## config.mk

```make
export PLATFORM = sky130hd
export DESIGN_NAME = mem_responder
export DESIGN_NICKNAME = d
export VERILOG_FILES = /design/src/rtl/core_config_pkg.sv /design/src/rtl/mem_addr_decode.sv /design/src/rtl/mem_responder.sv
export SDC_FILE = /design/constraint.sdc
export NUM_CORES = 1
export LEC_CHECK = 0
export ABC_CLOCK_PERIOD_IN_PS = 2100
export CORE_ASPECT_RATIO = 2
export CORE_MARGIN = 2
export CORE_UTILIZATION = 35
export DETAILED_ROUTE_END_ITERATION = 6
export GPL_ROUTABILITY_DRIVEN = 1
export GPL_TIMING_DRIVEN = 0
export PLACE_DENSITY_LB_ADDON = 0.08
export SKIP_CTS_REPAIR_TIMING = 1
export SLEW_MARGIN = 20
export SYNTH_ARGS = -nofsm -noshare
export SYNTH_HDL_FRONTEND = slang
export SYNTH_SLANG_ARGS = --single-unit
```

## constraint.sdc

```tcl
create_clock -name clk -period 2.1 [get_ports clk]
set_input_delay 0.42 -clock clk [delete_from_list [all_inputs] [get_ports clk]]
set_output_delay 0.42 -clock clk [all_outputs]
set_load 0.02 [all_outputs]
```

## src/rtl/core_config_pkg.sv

```systemverilog
`default_nettype none
// ============================================================================
// Module      : core_config_pkg
// Description : Shared core configuration: data width, memory-map defaults,
//               responder FSM/region encodings and small datapath helpers.
// Revision    : 1.0 - initial release
// ============================================================================
package core_config_pkg;

    localparam int XLEN = 32;

    // Default memory map. RAM overlaps the top half of the ROM window; the
    // decoder resolves the overlap in favour of RAM.
    localparam logic [XLEN-1:0] c_ram_base    = 32'h0002_0000;
    localparam logic [XLEN-1:0] c_rom_base    = 32'h0000_0000;
    localparam logic [XLEN-1:0] c_mmio_base   = 32'h1000_0000;
    localparam int              c_ram_words   = 32768;
    localparam int              c_rom_words   = 65536;
    localparam int              c_mmio_words  = 1024;

    typedef enum logic [1:0] {
        ST_IDLE      = 2'd0,
        ST_MEM_WAIT  = 2'd1,
        ST_MMIO_WAIT = 2'd2,
        ST_RESP      = 2'd3
    } state_e;

    typedef enum logic [1:0] {
        REG_RAM      = 2'd0,
        REG_ROM      = 2'd1,
        REG_MMIO     = 2'd2,
        REG_UNMAPPED = 2'd3
    } region_e;

    // True when addr lies in [base, base + 4*words); 33-bit math avoids wrap.
    function automatic logic in_window(input logic [XLEN-1:0] addr,
                                       input logic [XLEN-1:0] base,
                                       input int              words);
        logic [XLEN:0] span;
        logic [XLEN:0] off;
        span = (XLEN+1)'(words) << 2;
        off  = {1'b0, addr} - {1'b0, base};
        return (addr >= base) && (off < span);
    endfunction

    // Zero every byte lane whose enable bit is clear.
    function automatic logic [XLEN-1:0] mask_lanes(input logic [XLEN-1:0]   data,
                                                   input logic [XLEN/8-1:0] be);
        logic [XLEN-1:0] m;
        m = '0;
        for (int i = 0; i < XLEN/8; i++) begin
            m[8*i +: 8] = be[i] ? data[8*i +: 8] : 8'h00;
        end
        return m;
    endfunction

endpackage
`default_nettype wire

```

## src/rtl/mem_addr_decode.sv

```systemverilog
`default_nettype none
// ============================================================================
// Module      : mem_addr_decode
// Description : Combinational address decoder: byte address -> target region
//               plus word-misalignment flag.
// Revision    : 1.0 - initial release
// ============================================================================
module mem_addr_decode
    import core_config_pkg::*;
#(
    parameter logic [XLEN-1:0] RAM_BASE   = c_ram_base,
    parameter logic [XLEN-1:0] ROM_BASE   = c_rom_base,
    parameter logic [XLEN-1:0] MMIO_BASE  = c_mmio_base,
    parameter int              RAM_WORDS  = c_ram_words,
    parameter int              ROM_WORDS  = c_rom_words,
    parameter int              MMIO_WORDS = c_mmio_words
) (
    input  logic [XLEN-1:0] addr,
    output region_e         region,
    output logic            misaligned
);

    // Priority RAM > ROM > MMIO so the RAM window shadows overlapping ROM.
    always_comb begin
        region     = REG_UNMAPPED;
        misaligned = (addr[1:0] != 2'b00);
        if (in_window(addr, RAM_BASE, RAM_WORDS)) begin
            region = REG_RAM;
        end else if (in_window(addr, ROM_BASE, ROM_WORDS)) begin
            region = REG_ROM;
        end else if (in_window(addr, MMIO_BASE, MMIO_WORDS)) begin
            region = REG_MMIO;
        end
    end

endmodule
`default_nettype wire

```

## src/rtl/mem_responder.sv

```systemverilog
`default_nettype none
// ============================================================================
// Module      : mem_responder
// Description : Single-outstanding core memory responder routing requests to
//               RAM, ROM or MMIO with error detection and MMIO timeout.
// Revision    : 1.0 - initial release
// ============================================================================
module mem_responder
    import core_config_pkg::*;
#(
    parameter logic [XLEN-1:0] RAM_BASE     = c_ram_base,
    parameter logic [XLEN-1:0] ROM_BASE     = c_rom_base,
    parameter logic [XLEN-1:0] MMIO_BASE    = c_mmio_base,
    parameter int              RAM_WORDS    = c_ram_words,
    parameter int              ROM_WORDS    = c_rom_words,
    parameter int              MMIO_WORDS   = c_mmio_words,
    parameter int              MEM_LAT      = 1,
    parameter int              MMIO_TIMEOUT = 16
) (
    input  logic              clk,
    input  logic              rst_n,
    input  logic              mem_req,
    input  logic              mem_we,
    input  logic [XLEN-1:0]   mem_addr,
    input  logic [XLEN/8-1:0] mem_byteen,
    input  logic [XLEN-1:0]   mem_wdata,
    output logic              mem_busy,
    output logic              mem_rvalid,
    output logic [XLEN-1:0]   mem_rdata,
    output logic              mem_err,
    output logic [14:0]       ram_addr,
    output logic              ram_we,
    output logic [XLEN/8-1:0] ram_byteen,
    output logic [XLEN-1:0]   ram_wdata,
    input  logic [XLEN-1:0]   ram_q,
    output logic [15:0]       rom_addr,
    output logic              rom_rden,
    input  logic [XLEN-1:0]   rom_q,
    output logic              mmio_sel,
    output logic              mmio_we,
    output logic [9:0]        mmio_addr,
    output logic [XLEN/8-1:0] mmio_byteen,
    output logic [XLEN-1:0]   mmio_wdata,
    input  logic [XLEN-1:0]   mmio_rdata,
    input  logic              mmio_ack
);

    localparam int            c_tmo_w    = $clog2(MMIO_TIMEOUT + 1);
    localparam logic [c_tmo_w-1:0] c_tmo_last = c_tmo_w'(MMIO_TIMEOUT - 1);
    localparam logic [c_tmo_w-1:0] c_tmo_max  = c_tmo_w'(MMIO_TIMEOUT);
    localparam logic [1:0]    c_lat_last = 2'(MEM_LAT - 1);

    state_e              r_state, w_state_nxt;
    region_e             w_dec_region;
    logic                w_dec_misaligned;
    logic                w_req_err;
    logic                w_accept;
    logic                w_mmio_tmo;
    region_e             r_region;
    logic                r_we;
    logic                r_err;
    logic [XLEN/8-1:0]   r_byteen;
    logic [XLEN-1:0]     r_data;
    logic [1:0]          r_lat_cnt;
    logic [c_tmo_w-1:0]  r_tmo_cnt;
    logic [XLEN-1:0]     w_src;

    mem_addr_decode #(
        .RAM_BASE   (RAM_BASE),
        .ROM_BASE   (ROM_BASE),
        .MMIO_BASE  (MMIO_BASE),
        .RAM_WORDS  (RAM_WORDS),
        .ROM_WORDS  (ROM_WORDS),
        .MMIO_WORDS (MMIO_WORDS)
    ) u_decode (
        .addr       (mem_addr),
        .region     (w_dec_region),
        .misaligned (w_dec_misaligned)
    );

    // State register; reset aborts any transaction in flight.
    always_ff @(posedge clk or negedge rst_n) begin
        if (!rst_n) r_state <= ST_IDLE;
        else        r_state <= w_state_nxt;
    end

    // Next-state logic: accept/route in IDLE, wait for memory or MMIO, respond.
    always_comb begin
        w_state_nxt = r_state;
        w_accept    = 1'b0;
        w_mmio_tmo  = 1'b0;
        w_req_err   = (w_dec_region == REG_UNMAPPED) || w_dec_misaligned ||
                      (mem_byteen == '0) || (mem_we && (w_dec_region == REG_ROM));
        case (r_state)
            ST_IDLE: begin
                if (mem_req) begin
                    w_accept = 1'b1;
                    if (w_req_err || ((w_dec_region == REG_RAM) && mem_we))
                        w_state_nxt = ST_RESP;
                    else if (w_dec_region == REG_MMIO)
                        w_state_nxt = ST_MMIO_WAIT;
                    else
                        w_state_nxt = ST_MEM_WAIT;
                end
            end
            ST_MEM_WAIT: begin
                if (r_lat_cnt == c_lat_last) w_state_nxt = ST_RESP;
            end
            ST_MMIO_WAIT: begin
                // Ack wins over a simultaneous timeout expiry.
                if (mmio_ack) begin
                    w_state_nxt = ST_RESP;
                end else if (r_tmo_cnt == c_tmo_last) begin
                    w_state_nxt = ST_RESP;
                    w_mmio_tmo  = 1'b1;
                end
            end
            default: w_state_nxt = ST_IDLE;
        endcase
    end

    // Memory read data is valid in RESP, MEM_LAT cycles after the address.
    always_comb begin
        w_src = r_data;
        case (r_region)
            REG_RAM: w_src = ram_q;
            REG_ROM: w_src = rom_q;
            default: w_src = r_data;
        endcase
    end

    // Registered request context, downstream strobes and core response.
    always_ff @(posedge clk or negedge rst_n) begin
        if (!rst_n) begin
            r_region    <= REG_UNMAPPED;
            r_we        <= 1'b0;
            r_err       <= 1'b0;
            r_byteen    <= '0;
            r_data      <= '0;
            r_lat_cnt   <= '0;
            r_tmo_cnt   <= '0;
            mem_busy    <= 1'b0;
            mem_rvalid  <= 1'b0;
            mem_rdata   <= '0;
            mem_err     <= 1'b0;
            ram_addr    <= '0;
            ram_we      <= 1'b0;
            ram_byteen  <= '0;
            ram_wdata   <= '0;
            rom_addr    <= '0;
            rom_rden    <= 1'b0;
            mmio_sel    <= 1'b0;
            mmio_we     <= 1'b0;
            mmio_addr   <= '0;
            mmio_byteen <= '0;
            mmio_wdata  <= '0;
        end else begin
            mem_rvalid <= 1'b0;
            ram_we     <= 1'b0;
            if (w_accept) begin
                mem_busy  <= 1'b1;
                r_region  <= w_dec_region;
                r_we      <= mem_we;
                r_err     <= w_req_err;
                r_byteen  <= mem_byteen;
                r_lat_cnt <= '0;
                r_tmo_cnt <= '0;
                if (!w_req_err) begin
                    case (w_dec_region)
                        REG_RAM: begin
                            ram_addr   <= 15'((mem_addr - RAM_BASE) >> 2);
                            ram_we     <= mem_we;
                            ram_byteen <= mem_byteen;
                            ram_wdata  <= mem_wdata;
                        end
                        REG_ROM: begin
                            rom_addr <= 16'((mem_addr - ROM_BASE) >> 2);
                            rom_rden <= 1'b1;
                        end
                        REG_MMIO: begin
                            mmio_sel    <= 1'b1;
                            mmio_we     <= mem_we;
                            mmio_addr   <= 10'((mem_addr - MMIO_BASE) >> 2);
                            mmio_byteen <= mem_byteen;
                            mmio_wdata  <= mem_wdata;
                        end
                        default: ;
                    endcase
                end
            end
            case (r_state)
                ST_MEM_WAIT: begin
                    r_lat_cnt <= r_lat_cnt + 2'd1;
                    if (w_state_nxt == ST_RESP) rom_rden <= 1'b0;
                end
                ST_MMIO_WAIT: begin
                    if (r_tmo_cnt != c_tmo_max) r_tmo_cnt <= r_tmo_cnt + 1'b1;
                    if (mmio_ack) begin
                        r_data   <= mmio_rdata;
                        mmio_sel <= 1'b0;
                    end else if (w_mmio_tmo) begin
                        r_err    <= 1'b1;
                        mmio_sel <= 1'b0;
                    end
                end
                ST_RESP: begin
                    mem_rvalid <= 1'b1;
                    mem_busy   <= 1'b0;
                    mem_err    <= r_err;
                    mem_rdata  <= (r_err || r_we) ? '0 : mask_lanes(w_src, r_byteen);
                end
                default: ;
            endcase
        end
    end

endmodule
`default_nettype wire
```

### After elaboration in Yosys (flattened, before gate mapping)

Cells that the tools add are included.

* $add $sub $neg: 6
* order comparisons: 6
* equality and inequality tests: 10
* mux-type cells: 47
* bitwise operators: 1
* reduce and logical (&&, ||, !) cells: 22

Operators by type and width (count)
* 32-bit one-hot mux with 2 select lines: 1
* 33-bit by 13-bit less-than comparator with 1-bit output, second input constant: 1
* 33-bit by 18-bit less-than comparator with 1-bit output, second input constant: 1
* 32-bit by 18-bit subtractor with 33-bit output, second input constant: 1
* 32-bit by 29-bit subtractor with 33-bit output, second input constant: 1
* 32-bit by 1-bit greater-or-equal comparator with 1-bit output, second input constant: 1
* 32-bit by 18-bit greater-or-equal comparator with 1-bit output, second input constant: 1
* 32-bit by 29-bit greater-or-equal comparator with 1-bit output, second input constant: 1
* 32-bit by 19-bit less-than comparator with 1-bit output, second input constant: 1
* 32-bit 2-to-1 mux: 1
* 8-bit 2-to-1 mux: 4
* 1-bit 2-to-1 mux: 27
* 2-bit 2-to-1 mux: 10
* 17-bit by 1-bit subtractor with 17-bit output, second input constant: 1
* 5-bit 2-to-1 mux: 3
* 12-bit by 1-bit subtractor with 12-bit output, second input constant: 1
* 2-bit equality test, second input constant: 5
* 3-bit AND reduction: 3
* 2-bit logical NOT: 4
* 2-bit by 1-bit equality test with 1-bit output, second input constant: 3
* 2-bit one-hot mux with 3 select lines: 1
* 2-bit nonzero test: 3
* 5-bit by 1-bit adder with 5-bit output, second input constant: 1
* 5-bit by 4-bit equality test with 1-bit output, second input constant: 1
* 7 further kinds: 15

* flip-flop bits (word level): 201
* input port bits: 169
* output and inout port bits: 152

### Logic depth before layout (Yosys ltp)

Gate-level depths: netlist of the first run.

* depth in word-level cells: 17
* depth in mapped cells: 8

### Cells and area by module

Synthesis of the first run repeated with hierarchy kept, for this count alone.

* cell total of the unflattened synthesis: 620
* area, all modules: 8469.4 um^2

By module, submodules not included
* mem_responder: instances 1, cells an instance 603, area an instance 8339.2 um^2, sequential area each 5032.3 um^2
* mem_addr_decode: instances 1, cells an instance 17, area an instance 130.1 um^2, sequential area each 0.0 um^2

### Worst setup path after synthesis of the first run

OpenSTA, ideal clock, no wires.

* kind: input-to-reg
* start: input port mem_addr[28]
* end: register mmio_byteen[0]
* library setup time: 0.125 ns
* data arrival time: 1.968 ns
* setup slack: 0.007 ns
* cell stages on the path: 8
* buffers on the path: 2
* cell sequence: inv_1 -> ha_1 -> xnor2_1 -> nand4_1 -> nor4_4 -> buf_6 -> buf_6 -> mux2_2

* longest elaborated chain between the ends: 12
* elaborated cells on any way between the ends: 23

Ends and longest elaborated chain
* start: declaration: line mem_responder.sv:24 `input logic [XLEN-1:0] mem_addr,`
* 32-bit by 29-bit subtractor with 33-bit output: line core_config_pkg.sv:42 `off = {1'b0, addr} - {1'b0, base};`
* 33-bit by 13-bit less-than comparator with 1-bit output: line core_config_pkg.sv:43 `return (addr >= base) && (off < span);`
* 1-bit logical AND: line core_config_pkg.sv:43
* 1-bit 2-to-1 mux: line mem_addr_decode.sv:31 `end else if (in_window(addr, MMIO_BASE, MMIO_WORDS)) begin`
* 2-bit 2-to-1 mux: line mem_addr_decode.sv:29 `end else if (in_window(addr, ROM_BASE, ROM_WORDS)) begin`
* 2-bit 2-to-1 mux (*): line mem_addr_decode.sv:27 `if (in_window(addr, RAM_BASE, RAM_WORDS)) begin`
* 2-bit equality test: line mem_responder.sv:92 `w_req_err = (w_dec_region == REG_UNMAPPED) || w_dec_misaligned ||`
* 1-bit logical OR (2 in a row): line mem_responder.sv:92
* 1-bit logical OR: line mem_responder.sv:93 `(mem_byteen == '0) || (mem_we && (w_dec_region == REG_ROM));`
* 1-bit inverter (no source line)
* 3-bit AND reduction (no source line) (*)
* end signal: assignment: line mem_responder.sv:184 `mmio_byteen <= mem_byteen;`
* end: declaration: line mem_responder.sv:42 `output logic [XLEN/8-1:0] mmio_byteen,`

Every way passes the cells marked *; elsewhere a longest branch is shown, timed or not.
A chain may end at the register's enable or synchronous reset.

### Worst setup path after layout of the first run

* start: input port mem_addr[30]
* end: register mmio_addr[5]

* longest elaborated chain between the ends: 12
* elaborated cells on any way between the ends: 23

Ends and longest elaborated chain
* 32-bit by 29-bit subtractor with 33-bit output: line core_config_pkg.sv:42
* 33-bit by 13-bit less-than comparator with 1-bit output: line core_config_pkg.sv:43
* 1-bit logical AND: line core_config_pkg.sv:43
* 1-bit 2-to-1 mux: line mem_addr_decode.sv:31
* 2-bit 2-to-1 mux: line mem_addr_decode.sv:29
* 2-bit 2-to-1 mux (*): line mem_addr_decode.sv:27
* 2-bit equality test: line mem_responder.sv:92
* 1-bit logical OR (2 in a row): line mem_responder.sv:92
* 1-bit logical OR: line mem_responder.sv:93
* 1-bit inverter (no source line)
* 3-bit AND reduction (no source line) (*)
* end signal: assignment: line mem_responder.sv:183 `mmio_addr <= 10'((mem_addr - MMIO_BASE) >> 2);`
* end: declaration: line mem_responder.sv:41 `output logic [9:0] mmio_addr,`

Marks and branches as above.

==> run summary, run 1 <==
WL met3: 1980 µm
HPWL after DPL: 18500 µm
Syn nets: 816
Maximum vdd ir drop: 0.000720 V
Worst clock skew: 5.36 ps
Worst-path clk slew: 60 ps
Worst setup endpoint: mmio_addr[5]
CTS Buf Count: 20
RR Startpoint: r_state[0]
Final Slew Violations: 0
Fin crit share: 97.1%
Filler cells: 2121
RSZ-0062 raised after global routing: no
FF-to-FF End: mmio_addr[5]
H-tree level count: 1
Row count: 80
CTS tree: built
Critical Path Source: mem_addr[30]
Core box area: 23700 µm²
Final setup fails: 0
R2r worst-path depth: 7
Wire per inst: 18.8 µm
Root Driver: clkbuf_16
Final Hold Viols: 0
Min Tclk post-route: 2040 ps
Largest net degree at the start of global routing: 75
Via count: 6385
Crit-path cells: clkdlybuf4s50_1, xnor2_1, nand4_1, buf_6, nor4_4, buf_6, clkbuf_16, mux2_2
Worst EP required: 2490 ps
Synthesis Warnings: 0
Worst-Skew Late Latency: 500 ps
First-pass GRT wire length: 37600 µm
Synth cell types: 37
Crit path launch type: input port
DIE AREA: 25400 µm²
Fmax: 490 MHz
HP Class: in -> reg
CP max-delay cell: clkdlybuf4s50_1
R2r setup slk: 150 ps
Initial Util: 35.5%
Bufs on Longest Clock Path: 3
Cells after Synth: 642
WL final: 24600 µm
Cell repeated most along the worst path: buf_6
Sequential area share after synthesis: 59.7%
IO Port Bufs: 320
Die span in x: 114 µm
Power Total: 10.3 mW
Vias per cell: 4.88
Worst-path maximum fanout: 7
DRT antenna net count: 0
Worst-Margin Slew: 601 ps
GRT overflow: 0
Share of layout cells above drive strength 1: 22.7%
Met1 Wirelength: 8800 µm
Ant diodes: 0
Mapped cell area: 8430 µm²
Critical Path AT: 2430 ps
Vias in the first global route: 6810
CP Class: in -> reg
Total GRT Usage: 19.0%
Non-filler instance count after layout: 1308
Max Used Layer: met5
Synthesis-to-finish area growth: 54.9%
Max-Cap Viols: 0
Status: completed
Static Leak: 6.17 nW
IO Pins: 321
Syn Area/Cell: 13.1 µm²
First-pass DRT Iterations: 4
Gpl congestion: 0.753
Seq cells post-synth: 201
Initial antenna violation count: 2
Inst Count DP: 1251
WL met2: 13100 µm
Worst slew margin: 59.9%
TritonCTS Sinks: 201
Power Dens Cells: 791 nW/µm²
CP endpoint kind: flop
DIE HEIGHT: 224 µm
Post-route DRC violation count: 0
CP peak stage delay: 510 ps
1st-iter DRT viols: 165
Final #Nets: 1184
## power breakdown
group          switching [mW]  internal (mW)
clock                    1.50           2.09
sequential              0.254           4.34
combinational            1.13           1.02
total                    2.88           7.45
## worst min path at each step
stage          cells after the start  slack, ps            to    startpoint
2_1_floorplan                      0        120      mem_busy         rst_n
3_3_place_gp                       2        460   r_byteen[2]   r_byteen[2]
3_5_place_dp                       1        410  mem_rdata[9]         rst_n
4_1_cts                            1       -140  mem_rdata[9]         rst_n
5_1_grt                            2        230  rom_addr[14]  mem_addr[16]
6_report                           2        230  rom_addr[14]  mem_addr[16]
## critical path: cells and delay by family
family	cells	cell delay (ps)
multiplexers	1	320
XOR/XNOR	1	130
buffers and inverters	4	1070
AND/OR/NAND/NOR	2	470
## metal layers
metal	up-vias	global-route usage, %
li1	2979	-
met1	3117	20.2
met2	242	35.0
met3	43	5.68
met4	4	6.69
met5	-	0
## per-stage QoR
step / worst slack (ps) / hold WS, ps / setup TNS, ps / util [%] / instance area [µm²]
finish: 61.1 / 231 / 0 / 55.0 / 13100
global route: 0.306 / 230 / 0 / 55.0 / 13100
CTS: -429 / -138 / -28070 / 53.5 / 12700
detailed placement: -968 / 407 / -95060 / 50.8 / 12100
global placement: -8360 / 462 / -1762650 / 50.6 / 12000
floorplan: 7.12 / 124 / 0 / - / 8430
## cell usage in the layout (no fill, tap or decap), types with 15 or more instances in the layout
cell type	count
mux2i_1	33
clkbuf_1	18
nand2_1	57
clkdlybuf4s50_1	304
buf_4	18
a21oi_1	36
o21ai_0	39
mux2_2	142
dlymetal6s2s_1	15
clkbuf_16	23
nor2_1	36
dfrtp_1	199
## sequential cells by signal, summed over array words and instances, names as in the netlist, 2 cells and up
| name | cells |
|---|---|
| mem_rdata | 32 |
| mmio_addr | 10 |
| mmio_byteen | 4 |
| mmio_wdata | 32 |
| r_byteen | 4 |
| r_data | 32 |
| r_lat_cnt | 2 |
| r_region | 2 |
| r_state | 2 |
| r_tmo_cnt | 5 |
| ram_addr | 15 |
| ram_byteen | 4 |
| ram_wdata | 32 |
| rom_addr | 16 |
## final cells by class
type	instances	area [µm²]	share of cell area (%)
Clock buffer	31	603	4.62
Buffer	31	230	1.76
Timing Repair Buffer	346	3540	27.1
Sequential cell	201	5030	38.5
Multi-Input combinational cell	399	3220	24.7
Inverter	11	41.3	0.316
Clock inverter	2	35.0	0.268
Tap cell	287	359	2.75
## Yosys cell counts
master | n | area (µm²)
o21ai_0 | 39 | 195
o31ai_1 | 1 | 7.51
or3b_2 | 1 | 8.76
nor2b_1 | 2 | 12.5
nor2_1 | 38 | 143
mux2i_1 | 33 | 330
clkbuf_1 | 12 | 45.0
nor3_1 | 4 | 20.0
buf_2 | 5 | 25.0
dfrtp_1 | 199 | 4980
buf_1 | 5 | 18.8
ha_1 | 5 | 62.6
a22o_1 | 2 | 17.5
nor4_1 | 3 | 18.8
mux2_2 | 142 | 1600
o41ai_4 | 1 | 27.5
and3_1 | 2 | 12.5
o21a_1 | 2 | 15.0
o311ai_0 | 1 | 8.76
buf_6 | 9 | 101
inv_1 | 11 | 41.3
nor3b_1 | 3 | 22.5
xnor2_1 | 1 | 8.76
nand3_4 | 1 | 17.5
nor4_4 | 4 | 85.1
a32oi_1 | 1 | 8.76
mux2_1 | 5 | 56.3
and2_1 | 2 | 12.5
a21oi_1 | 36 | 180
o21bai_1 | 2 | 15.0
o211ai_1 | 1 | 7.51
nand4_1 | 3 | 18.8
a21o_1 | 2 | 15.0
nand3_1 | 3 | 15.0
a311oi_1 | 1 | 8.76
nand2_1 | 58 | 218
dfstp_2 | 2 | 52.6
## logic make-up (layout without fill, tap and decap cells)
logic type	count (synthesis)	in the layout	synth area share (%)
buffers and inverters	42	421	2.75
DFF	201	201	59.7
muxes	180	180	23.5
xor gates and xnor gates	1	1	0.104
AOI/OAI and AO/OA	89	89	6.01
adders and majority gates	5	5	0.742
and+or+nand+nor	124	124	7.17
(Power assumes the default switching activity.)
==> run 2, diff against run 1 <==
- ABC_AREA: not set -> 1
==> run 2 against run 1 <==
  * Non-clock buffer count is 5 higher
  * Clock power is 8.9% higher
  * Flip-flop and latch count unchanged
  * Clock skew grew 9.2 ps
  * Synthesized cell count grew 47%
  * Final cell count rose by 23%
  * Register-to-register slack worse by 60 ps
  * Utilization is 0.47 points lower
  * Critical path type is now reg -> reg
  * Largest cell class unchanged
  * Highest routed layer is now met4
==> run summary, run 2 <==
Root Driver: clkbuf_16 (unchanged)
Cells after Synth: 941 (was 642)
Asr flop ratio synth: 100% (unchanged)
Worst clock skew: 14.5 ps (was 5.36 ps)
Worst Path Buf+Inv: 2 (was 4)
Largest net degree at the start of global routing: 95 (was 75)
Wire per inst: 17.3 µm (was 18.8 µm)
Min Tclk post-route: 2010 ps (was 2040 ps)
FF-to-FF End: mem_rdata[20] (was mmio_addr[5])
GRT overflow: 0 (unchanged)
Worst-Skew Late Latency: 510 ps (was 500 ps)
Synthesis-to-finish area growth: 54.3% (was 54.9%)
Mapped cell area: 8600 µm² (was 8430 µm²)
Post-synth EDFFs: 0 (unchanged)
Status: completed (unchanged)
Cell depth of the worst hold path: 3 (was 2)
Post-route setup slack: 94.4 ps (was 61.1 ps)
RR Startpoint: r_region[1] (was r_state[0])
R2r worst-path depth: 6 (was 7)
Synthesis Warnings: 0 (unchanged)
Initial Util: 35.4% (was 35.5%)
Gpl congestion: 0.829 (was 0.753)
Ant diodes: 0 (unchanged)
Syn nets: 1115 (was 816)
CP peak stage delay: 510 ps (about the same)
CP Class: reg -> reg (was in -> reg)
Worst slew margin: 54.0% (was 59.9%)
CTS tree: built (unchanged)
Delay-heaviest family, CP: buffers and inverters (unchanged)
CP endpoint kind: flop (unchanged)
Seq cells post-synth: 201 (unchanged)
Top-count cell post-synth: nand2_1 (was dfrtp_1)
Initial antenna violation count: 0 (was 2)
Worst-path clk slew: 70 ps (was 60 ps)
CP max-delay cell: dfstp_2 (was clkdlybuf4s50_1)
Most frequent cells in the layout: 396 x nand2_1, 304 x clkdlybuf4s50_1, 199 x dfrtp_1, 50 x o21ai_0, 43 x inv_1 (was 304 x clkdlybuf4s50_1, 199 x dfrtp_1, 142 x mux2_2, 57 x nand2_1, 39 x o21ai_0)
Syn Area/Cell: 9.14 µm² (was 13.1 µm²)
HPWL after DPL: 20700 µm (was 18500 µm)
HP Class: in -> reg (unchanged)
Power Dens Cells: 788 nW/µm² (was 791 nW/µm²)
Cell repeated most along the worst path: clkbuf_1 (was buf_6)
Static Leak: 6.40 nW (was 6.17 nW)
Maximum vdd ir drop: 0.000610 V (was 0.000720 V)
Final Hold Viols: 0 (unchanged)
Crit path launch type: flop (was input port)
Fmax: 499 MHz (was 490 MHz)
Final setup fails: 0 (unchanged)
Non-filler instance count after layout: 1608 (was 1308)
Synth Flop Type: dfrtp_1 (unchanged)
Crit-path cells: clkbuf_1, nor2_1, clkbuf_1, a22o_1, a21oi_1, o21ai_0 (was clkdlybuf4s50_1, xnor2_1, nand4_1, buf_6, nor4_4, buf_6, clkbuf_16, mux2_2)
Top post-synthesis cells by area: dfrtp_1 58%, nand2_1 17%, mux2_2 4.2% (was dfrtp_1 59%, mux2_2 19%, mux2i_1 3.9%)
Sequential area share after synthesis: 58.5% (was 59.7%)
Row count: 81 (was 80)
Commonest non-fill, non-tap cell in the layout: nand2_1 (was clkdlybuf4s50_1)
Synth cell types: 34 (was 37)
IO Port Bufs: 320 (unchanged)
Power Total: 10.5 mW (was 10.3 mW)
H-tree level count: 1 (unchanged)
Worst EP required: 2480 ps (was 2490 ps)
Vias in the first global route: 7837 (was 6810)
DIE HEIGHT: 226 µm (was 224 µm)
Pre-CTS WS: -1250 ps (was -968 ps)
R2r setup slk: 90 ps (was 150 ps)
IO Pins: 321 (unchanged)
Fin crit share: 95.5% (was 97.1%)
Total GRT Usage: 21.2% (was 19.0%)
Worst-path maximum fanout: 10 (was 7)
Max-Cap Viols: 0 (unchanged)
Final Slew Violations: 0 (unchanged)
DIE AREA: 25900 µm² (was 25400 µm²)
Top cell type's share of synthesized area: 57.9% (was 59.1%)
Inst Count DP: 1553 (was 1251)
Worst-Margin Slew: 690 ps (was 601 ps)
WHS Endpoint: rom_addr[15] (was rom_addr[14])
Post-route DRC violation count: 0 (unchanged)
WL final: 27900 µm (was 24600 µm)
Top cells by count, synth: 399 x nand2_1, 199 x dfrtp_1, 50 x o21ai_0, 45 x inv_1, 35 x a21oi_1 (was 199 x dfrtp_1, 142 x mux2_2, 58 x nand2_1, 39 x o21ai_0, 38 x nor2_1)
Via count: 7683 (was 6385)
HP Start: mem_addr[17] (was mem_addr[16])
Die span in x: 115 µm (was 114 µm)
Vias per cell: 4.78 (was 4.88)
Share of layout cells above drive strength 1: 10.8% (was 22.7%)
Critical Path AT: 2380 ps (was 2430 ps)
Final #Nets: 1478 (was 1184)
First-pass DRT Iterations: 4 (unchanged)
DRT antenna net count: 0 (unchanged)
First-pass GRT wire length: 43000 µm (was 37600 µm)
CTS Buf Count: 20 (unchanged)
Bufs on Longest Clock Path: 3 (unchanged)
TritonCTS Sinks: 201 (unchanged)
1st-iter DRT viols: 252 (was 165)
Top cell type by total area after synthesis: dfrtp_1 (unchanged)
Core box area: 24300 µm² (was 23700 µm²)
## run 2: cell types whose count changed in the layout (fill, tap and decap cells not counted), moves of 6 or more
cell,before,now
nand2_1,57,396
mux2_2,142,32
inv_1,10,43
mux2i_1,33,0
a22o_1,2,32
nand3_1,3,24
nor2_1,36,25
o21ai_0,39,50
o21ai_1,0,10
nor2_4,1,7
## run 2: cells by family after synthesis
group / after synthesis / synth area share, %
flip-flops: 201 / 58.5
multiplexers: 32 / 4.19
AO/OA/AOI/OAI: 132 / 9.22
XOR/XNOR: 3 / 0.305
AND/OR/NAND/NOR: 479 / 22.4
buffers and inverters: 89 / 4.62
adder cells (fa/ha/maj): 5 / 0.727
## run 2: layout make-up
| cell class | count | area [µm²] |
|---|---|---|
| buffer | 41 | 284 |
| inverter | 48 | 180 |
| sequential | 201 | 5030 |
| clock buffer | 29 | 596 |
| tap | 290 | 363 |
| clock inverter | 7 | 113 |
| multi-input combinational | 651 | 3250 |
| fill | 2275 | 11100 |
| timing repair buffer | 341 | 3460 |
## run 2: power breakdown
part	internal, mW	switching (mW)	total, mW
sequential	4.36	0.259	4.62
combinational	1.01	0.918	1.93
clock	2.34	1.57	3.91
total	7.72	2.74	10.5
## run 2: worst max-delay path by stage
| stage | startpoint | depth (start not counted) | end | slack, ps |
|---|---|---|---|---|
| final | r_region[1] | 6 | mem_rdata[20] | 90 |
| after detailed placement | mem_addr[28] | 13 | ram_wdata[0] | -1250 |
| after global placement | rst_n | 1 | ram_wdata[15] | -8370 |
| after global routing | mem_addr[28] | 14 | mmio_wdata[15] | -30 |
| after CTS | mem_addr[28] | 13 | ram_addr[3] | -730 |
| after floorplan | mem_addr[28] | 13 | mmio_byteen[0] | 20 |
## run 2: through the flow
step / hold slack (ps) / setup TNS, ps / area, µm² / util (%)
after floorplan: 124 / 0 / 8600 / -
after global placement: 461 / -1799990 / 12200 / 50.0
after detailed placement: 340 / -135310 / 12200 / 50.3
after CTS: -197 / -69280 / 12900 / 53.2
after global routing: 358 / -349 / 13300 / 54.6
final: 340 / 0 / 13300 / 54.6
## run 2: worst register-to-register path: stages, from the launching register on
cell,delay [ps]
dfstp_2,510
clkbuf_1,330
nor2_1,190
clkbuf_1,340
a22o_1,290
a21oi_1,130
o21ai_0,100
## run 2: layer usage
layer,vias to the layer above,share of wire (%),global-route usage [%]
met5,-,0,0
met4,0,2.8,6.92
met3,39,6.8,5.10
met2,236,54,39.7
met1,3650,36,22.9
li1,3758,-,-
